--- src/rtl/stream_packer.sv ---
// rtl/stream_packer.sv - width-up stream packer with flush and lane-keep mask
module stream_packer #(
  parameter int DataWidth = 4,
  parameter int Ratio     = 4
) (
  input  logic                       clk_i,
  input  logic                       reset_ni,
  input  logic                       rvalid_i,
  output logic                       rready_o,
  input  logic [DataWidth-1:0]       data_i,
  input  logic                       flush_i,
  output logic                       ovalid_o,
  input  logic                       oready_i,
  output logic [DataWidth*Ratio-1:0] data_o,
  output logic [Ratio-1:0]           keep_o
);

  localparam int CntW = $clog2(Ratio);
  localparam int AccW = DataWidth * (Ratio - 1);
  localparam logic [CntW-1:0] LastCnt = CntW'(Ratio - 1);

  // Accumulator holds every lane except the last; the completing beat goes straight to the output
  logic [AccW-1:0]            acc_q, acc_d;
  logic [CntW-1:0]            cnt_q, cnt_d;
  logic [DataWidth*Ratio-1:0] data_q, data_d;
  logic [Ratio-1:0]           keep_q, keep_d;
  logic                       ovalid_q, ovalid_d;
  logic                       flush_pend_q, flush_pend_d;
  logic                       run_q, run_d;

  logic out_free;
  logic rready;
  logic accept;

  // Accept a beat unless a flush is pending or the completing beat has nowhere to go
  always_comb begin
    out_free = !ovalid_q || oready_i;
    rready   = run_q && !flush_pend_q && ((cnt_q != LastCnt) || out_free);
    accept   = rvalid_i && rready;
  end

  // Next-state: lane fill, word completion, output retire and flush sequencing
  always_comb begin
    acc_d        = acc_q;
    cnt_d        = cnt_q;
    data_d       = data_q;
    keep_d       = keep_q;
    ovalid_d     = ovalid_q;
    flush_pend_d = flush_pend_q;
    run_d        = 1'b1;

    if (ovalid_q && oready_i) begin
      ovalid_d = 1'b0;
    end

    if (flush_pend_q) begin
      // Drain the partial word once the output register can take it; new flush requests are ignored
      if (out_free) begin
        data_d = {{DataWidth{1'b0}}, acc_q};
        for (int k = 0; k < Ratio; k++) begin
          keep_d[k] = (CntW'(k) < cnt_q);
        end
        ovalid_d     = 1'b1;
        cnt_d        = '0;
        acc_d        = '0;
        flush_pend_d = 1'b0;
      end
    end else begin
      if (accept) begin
        if (cnt_q != LastCnt) begin
          for (int k = 0; k < Ratio - 1; k++) begin
            if (cnt_q == CntW'(k)) begin
              acc_d[k*DataWidth +: DataWidth] = data_i;
            end
          end
          cnt_d = cnt_q + CntW'(1);
        end else begin
          data_d   = {data_i, acc_q};
          keep_d   = '1;
          ovalid_d = 1'b1;
          cnt_d    = '0;
          acc_d    = '0;
        end
      end
      // A flush that lands on an empty accumulator (including right after completion) does nothing
      if (flush_i && (cnt_d != '0)) begin
        flush_pend_d = 1'b1;
      end
    end
  end

  // State registers; reset discards any partial word
  always_ff @(posedge clk_i or negedge reset_ni) begin
    if (!reset_ni) begin
      acc_q        <= '0;
      cnt_q        <= '0;
      data_q       <= '0;
      keep_q       <= '0;
      ovalid_q     <= 1'b0;
      flush_pend_q <= 1'b0;
      run_q        <= 1'b0;
    end else begin
      acc_q        <= acc_d;
      cnt_q        <= cnt_d;
      data_q       <= data_d;
      keep_q       <= keep_d;
      ovalid_q     <= ovalid_d;
      flush_pend_q <= flush_pend_d;
      run_q        <= run_d;
    end
  end

  assign rready_o = rready;
  assign ovalid_o = ovalid_q;
  assign data_o   = data_q;
  assign keep_o   = keep_q;

endmodule

--- config.mk ---
export PLATFORM = sky130hd
export DESIGN_NAME = stream_packer
export DESIGN_NICKNAME = d
export VERILOG_FILES = /design/src/rtl/stream_packer.sv
export SDC_FILE = /design/constraint.sdc
export NUM_CORES = 1
export LEC_CHECK = 0
export CORE_ASPECT_RATIO = 1.5
export CORE_MARGIN = 4
export CORE_UTILIZATION = 40
export CTS_BUF_LIST = sky130_fd_sc_hd__clkbuf_8
export CTS_CLUSTER_DIAMETER = 200
export DETAILED_ROUTE_END_ITERATION = 10
export PLACE_DENSITY = 0.78
export REMOVE_ABC_BUFFERS = 1
export SETUP_SLACK_MARGIN = 0.2
export SLEW_MARGIN = 30
export SYNTH_ARGS = -nofsm -noshare
export SYNTH_HDL_FRONTEND = slang
export SYNTH_SLANG_ARGS = --single-unit
--- constraint.sdc ---
create_clock -name clk_i -period 1.5 [get_ports clk_i]
set_input_delay 0.45 -clock clk_i [delete_from_list [all_inputs] [get_ports clk_i]]
set_output_delay 0.45 -clock clk_i [all_outputs]
set_load 0.1 [all_outputs]
==> results of run 1 <==
state kept, by name, indices dropped and copies added, names as in the netlist:
register      flops
data_o           16
cnt_q             2
acc_q            12
ovalid_o          1
flush_pend_q      1
keep_o            4
run_q             1
power by group through the flow:
stage	Combinational, uW	Clock (uW)	Sequential, uW
floorplan	769	0	2600
global placement	2990	0	1590
detailed placement	3030	0	1600
CTS	3390	1070	1600
global route	3670	1110	1650
finish	3490	1050	1610
placed cells by master (no fill, tap or decap), types with 2 or more instances in the layout:
cell type,n
buf_12,24
dfrtp_1,37
a21oi_4,2
o21ai_4,2
a31oi_1,3
ha_1,3
or2_4,2
buf_6,9
and2_4,2
nand2_2,4
nand2_1,37
bufinv_16,2
mux2i_1,3
nor2_2,3
nor2_1,3
clkdlybuf4s50_1,7
clkbuf_8,5
buf_4,28
inv_1,3
o211ai_1,2
a32o_1,2
nand2b_1,3
a22o_1,12
worst max-delay path, cell delays in order (launching register included):
cell,delay [ns]
dfrtp_1,0.42
ha_4,0.19
a21oi_4,0.14
buf_12,0.19
per-layer routing:
metal	up-vias	wire, um	share of wire
li1	639	-	-
met1	643	1520	0.40
met2	26	2030	0.54
met3	9	156	0.041
met4	0	71	0.019
met5	-	0	0
final cells by class:
| class | instances | area (sq um) |
|---|---|---|
| inverters | 3 | 11.3 |
| fillers | 270 | 1180 |
| multi-input cells | 102 | 743 |
| flip-flops and latches | 37 | 926 |
| clock buffers | 5 | 68.8 |
| clock inverters | 3 | 68.8 |
| well taps | 45 | 56.3 |
| repair buffers | 69 | 871 |
cells by family after synthesis:
| logic type | count (synthesis) | share of synthesized area |
|---|---|---|
| muxes | 3 | 0.0185 |
| other | 1 | 0.00231 |
| DFF | 37 | 0.571 |
| buffers and inverters | 8 | 0.0347 |
| adders and majority gates | 4 | 0.0308 |
| AOI/OAI and AO/OA | 30 | 0.150 |
| and+or+nand+nor | 64 | 0.193 |
worst min-delay path by stage:
stage / from / slack [ns] / cells after the start / to
floorplan: reset_ni / 0.15 / 0 / acc_q[0]
global placement: acc_q[1] / 0.46 / 2 / data_o[1]
detailed placement: acc_q[7] / 0.45 / 2 / data_o[7]
CTS: acc_q[11] / 0.48 / 2 / data_o[11]
global route: acc_q[11] / 0.50 / 2 / data_o[11]
finish: acc_q[11] / 0.47 / 2 / data_o[11]
stage by stage:
stage / setup WS [ns] / TNS, ns / area [sq um] / std cells / util
CTS: -0.212 / -2.19 / 2680 / 259 / 0.684
global route: -0.232 / -5.22 / 2750 / 264 / 0.700
global placement: -0.457 / -12.64 / 2330 / 237 / 0.594
finish: -0.186 / -3.11 / 2750 / 264 / 0.700
floorplan: -1.50 / -15.26 / 1580 / 142 / -
detailed placement: -0.480 / -13.24 / 2330 / 237 / 0.594
repair_timing:
action / CTS / global route
cloned: 1 / 0
setup buffers: 13 / 5
setup endpoints to repair: 58 / 58
hold endpoints to repair: 0 / 0
pin swaps: 19 / 3
gates resized for setup: 28 / 5
==> flow_metrics.py, run 1 <==
metrics = {
    "floorplan": {
        "initial_core_util": 0.414,
        "dieArea_sq_mm": 0.00516,
        "core_sq_mm": 0.00392,
        "die_x_um": 60.0,
        "ios": 31,
        "fp.dieH_um": 86.0,
        "rows": 28,
    },
    "logic_synthesis": {
        "synth_edf_count": 0,
        "avgSynthCellArea_sq_um": 11.0,
        "synth_area_leader_cell": "dfrtp_1",
        "synth.area.top_cells": "dfrtp_1 57%, nand2_1 9.5%, a22o_1 6.5%",
        "synthFlopType": "dfrtp_1",
        "yosys_register_bits": 37,
        "synth_cells": 147,
        "synthArstFlopShare": 1.00,
        "synth_area_sq_mm": 0.00162,
        "synth_most_common_cell": "nand2_1",
        "synth.distinct_cells": 33,
        "yosysWarnings": 0,
        "synth_top_area_share": 0.571,
        "seq_area_frac_synth": 0.571,
        "ys_top_cells_by_count": "41 x nand2_1, 37 x dfrtp_1, 12 x a22o_1",
    },
    "pwr": {
        "p_clk_frac": 0.171,
        "fin_total_pwr_uw": 6160,
        "swShare": 0.436,
        "pwr-share-comb": 0.568,
        "p_int_uw": 3470,
        "power.switching_uw": 2680,
        "power_density_mw_per_mm2": 2240,
        "seq_power_share": 0.261,
        "ir_worst_vdd_mv": 1.71,
        "p_leak_uw": 0.00133,
    },
    "critical_path": {
        "r2r-start": "cnt_q[1]",
        "cp-end-kind": "output port",
        "critPathLaunch": "cnt_q[1]",
        "startpoint_type": "flip-flop",
        "timing.rr.end": "acc_q[11]",
        "crit_type": "reg -> out",
        "crit_end": "rready_o",
        "crit_required_ns": 1.05,
        "reg2reg_depth": 6,
        "regToRegSetupSlack_ns": -0.15,
        "cp_data_arrival_time_ns": 1.24,
        "crit_fanout": 3,
    },
    "clock_tree": {
        "clock-sinks": 37,
        "tritoncts": "yes",
        "cts_max_path_buffers": 2,
        "cts_buffers": 5,
        "root_buffer": "clkbuf_8",
        "clock_latency_ns": 0.30,
        "clk_pin_slew_ns": 0.08,
        "cts_hold_buf": 0,
        "htreeDepth": 2,
    },
    "placement": {
        "io_buffers": 30,
        "place_congestion": 0.827,
        "dpl.hpwl_um": 2540,
    },
    "timing": {
        "slew_violations": 0,
        "setup_viol": 36,
        "min_period_over_period": 1.12,
        "whs_ns": 0.474,
        "rsz0062_at_grt": "yes",
        "hold_viol": 0,
        "timing.fmax_mhz": 593,
        "period_needed_ns": 1.69,
        "final.setup.worst_slack_ns": -0.186,
        "skew_ns": 0.00722,
    },
    "routing": {
        "drtIter0Drc": 42,
        "drt_pass1_iterations": 5,
        "route.detailed.drc": 0,
        "wirelength_um": 3790,
        "wire_per_inst_um": 14.3,
        "vias": 1317,
        "ant_nets": 0,
        "via_per_inst": 4.99,
    },
    "global_routing": {
        "grt_usage": 0.170,
        "grt_pass1_wl_um": 6580,
        "antenna_found_initial": 0,
        "grt_pass1_vias": 1402,
        "globalRouteMet1Util": 0.193,
        "grt_max_degree": 38,
        "grt_overflow": 0,
        "grtUsageMet3": 0.0467,
        "gr-usage-met2": 0.295,
        "grt-busiest-layer": "met2",
    },
    "layout": {
        "syn_to_final_growth_pct": 69.2,
        "drive_above_1_share": 0.425,
        "insertedDiodeCount": 0,
        "finalNetCount": 231,
    },
    "job": {
        "cap_violations": 0,
    },
    "min_path": {
        "hold_path_class": "reg -> reg",
    },
    "outcome": {
        "status": "complete, but fails checks",
        "violations": "negative setup slack",
    },
}
No activity file was read; power rests on OpenSTA's default activity.
==> inputs of run 2 (changes only) <==
Settings changed: CAP_MARGIN set to 25, GPL_ROUTABILITY_DRIVEN set to 1, TNS_END_PERCENT set to 30.
==> run 2 against run 1 <==
Effect of this change: the run still ends with negative setup slack left; count of clock-buffer cells in the layout is the same; worst hold slack worse by 0.00073 ns; combinational power decreased by 4%; register-to-register slack hardly changed; clock power about the same; cell area shrank 4.0%; power down 2.3%; sequential power about the same; via count shrank 3.9%; core utilization down 2.8 points; non-clock buffer count fell by 14; final cell count shrank 5.3%; critical path type unchanged; critical endpoint unchanged.
==> flow_metrics.py, run 2 (synthesized netlist as in run 1, its figures left out) <==
metrics = {
    "placement": {
        "dp_slack_ns": -0.480,
        "place_congestion": 0.827,
        "dpl.hpwl_um": 2540,
        "io_buffers": 30,
    },
    "layout": {
        "syn_to_final_growth_pct": 62.4,
        "finalNetCount": 217,
        "final_cell_mix": "37 x dfrtp_1, 36 x nand2_1, 24 x buf_12",
        "layout_commonest_cell": "dfrtp_1",
        "seq_area_sq_um": 926,
        "drive_above_1_share": 0.385,
        "nFillCells": 279,
        "largest_reg_flops": 16,
        "multiInputGateArea_sq_um": 742,
        "fin_util": 0.672,
        "insertedDiodeCount": 0,
    },
    "outcome": {
        "status": "complete, but fails checks",
        "violations": "negative setup slack",
    },
    "clock_tree": {
        "clock_latency_ns": 0.29,
        "root_buffer": "clkbuf_8",
        "tritoncts": "yes",
        "htreeDepth": 2,
        "clock-sinks": 37,
        "cts_max_path_buffers": 2,
        "cts_buffers": 5,
        "clk_pin_slew_ns": 0.08,
    },
    "critical_path": {
        "timing.rr.end": "acc_q[5]",
        "cp-end-kind": "output port",
        "cp_data_arrival_time_ns": 1.23,
        "regToRegSetupSlack_ns": -0.15,
        "crit_type": "reg -> out",
        "r2r-start": "cnt_q[1]",
        "reg2reg_depth": 6,
        "crit_fanout": 3,
        "startpoint_type": "flip-flop",
        "crit_required_ns": 1.05,
    },
    "routing": {
        "ant_nets": 0,
        "wirelength_um": 3680,
        "route.detailed.drc": 0,
        "vias": 1265,
        "wire_per_inst_um": 14.7,
        "via_per_inst": 5.06,
        "drt_pass1_iterations": 4,
        "drtIter0Drc": 43,
    },
    "timing": {
        "final.setup.worst_slack_ns": -0.176,
        "hold_viol": 0,
        "rsz0062_at_grt": "yes",
        "skew_ns": 0.00657,
        "timing.fmax_mhz": 597,
        "slew_violations": 0,
        "setup_viol": 36,
        "period_needed_ns": 1.68,
        "min_period_over_period": 1.12,
    },
    "global_routing": {
        "grt_pass1_wl_um": 6290,
        "grt_max_degree": 38,
        "grt_usage": 0.163,
        "grt_overflow": 0,
        "grt_pass1_vias": 1373,
        "antenna_found_initial": 0,
    },
    "job": {
        "cap_violations": 0,
    },
    "min_path": {
        "worst_hold_path.num_cells": 2,
        "holdCritStartpoint": "acc_q[11]",
        "holdPathEnd": "data_o[11]",
        "hold_path_class": "reg -> reg",
    },
    "pwr": {
        "ir_worst_vdd_mv": 1.67,
        "p_leak_uw": 0.00125,
        "power_density_mw_per_mm2": 2280,
    },
    "floorplan": {
        "initial_core_util": 0.414,
        "ios": 31,
        "dieArea_sq_mm": 0.00516,
        "fp.dieH_um": 86.0,
        "die_x_um": 60.0,
        "core_sq_mm": 0.00392,
        "rows": 28,
    },
}
-- run 2: metal layers --
layer  track usage  vias to the layer above  part of all wire
li1              -                      613                 -
met1         0.182                      617              0.39
met4        0.0605                        0             0.014
met2         0.282                       28              0.55
met3        0.0467                        7             0.044
met5             0                        -                 0
-- run 2: critical path, cell delays in order, from the launching register on --
cell	delay, ns
dfrtp_1	0.42
ha_4	0.19
a21oi_4	0.14
buf_12	0.19
-- run 2: worst max-delay path by stage --
stage,startpoint,endpoint,cells past startpoint
finish,cnt_q[1],rready_o,3
global route,cnt_q[1],rready_o,3
CTS,cnt_q[0],rready_o,3
detailed placement,oready_i,acc_q[5],6
global placement,oready_i,rready_o,4
floorplan,ovalid_o,rready_o,2
-- run 2: area by class of cell --
class / count / area share
Tap cell: 45 / 0.0214
Timing Repair Buffer: 55 / 0.289
Clock buffer: 5 / 0.0261
Clock inverter: 3 / 0.0261
Multi-Input combinational cell: 102 / 0.282
Inverter: 3 / 0.00427
Sequential cell: 37 / 0.351
-- run 2: through the flow --
stage | TNS (ns) | total power (uW) | std cells | cell area, sq um | hold WS [ns]
detailed placement | -13.24 | 4630 | 237 | 2330 | 0.453
global route | -5.08 | 6300 | 250 | 2640 | 0.501
finish | -2.81 | 6010 | 250 | 2640 | 0.473
CTS | -2.19 | 5920 | 248 | 2590 | 0.476
global placement | -12.64 | 4580 | 237 | 2330 | 0.456
floorplan | -15.26 | 3370 | 142 | 1580 | 0.154
-- run 2: repair_timing --
item,in CTS,in global routing
buffers inserted,3,1
hold buffers,0,0
endpoints found under the setup margin,58,58
gates resized for setup,23,9
cloned,0,1
pin swaps,19,2
-- run 2: power breakdown --
part           internal, uW  switching, uW
clock                   669            377
sequential             1320            292
combinational          1380           1970
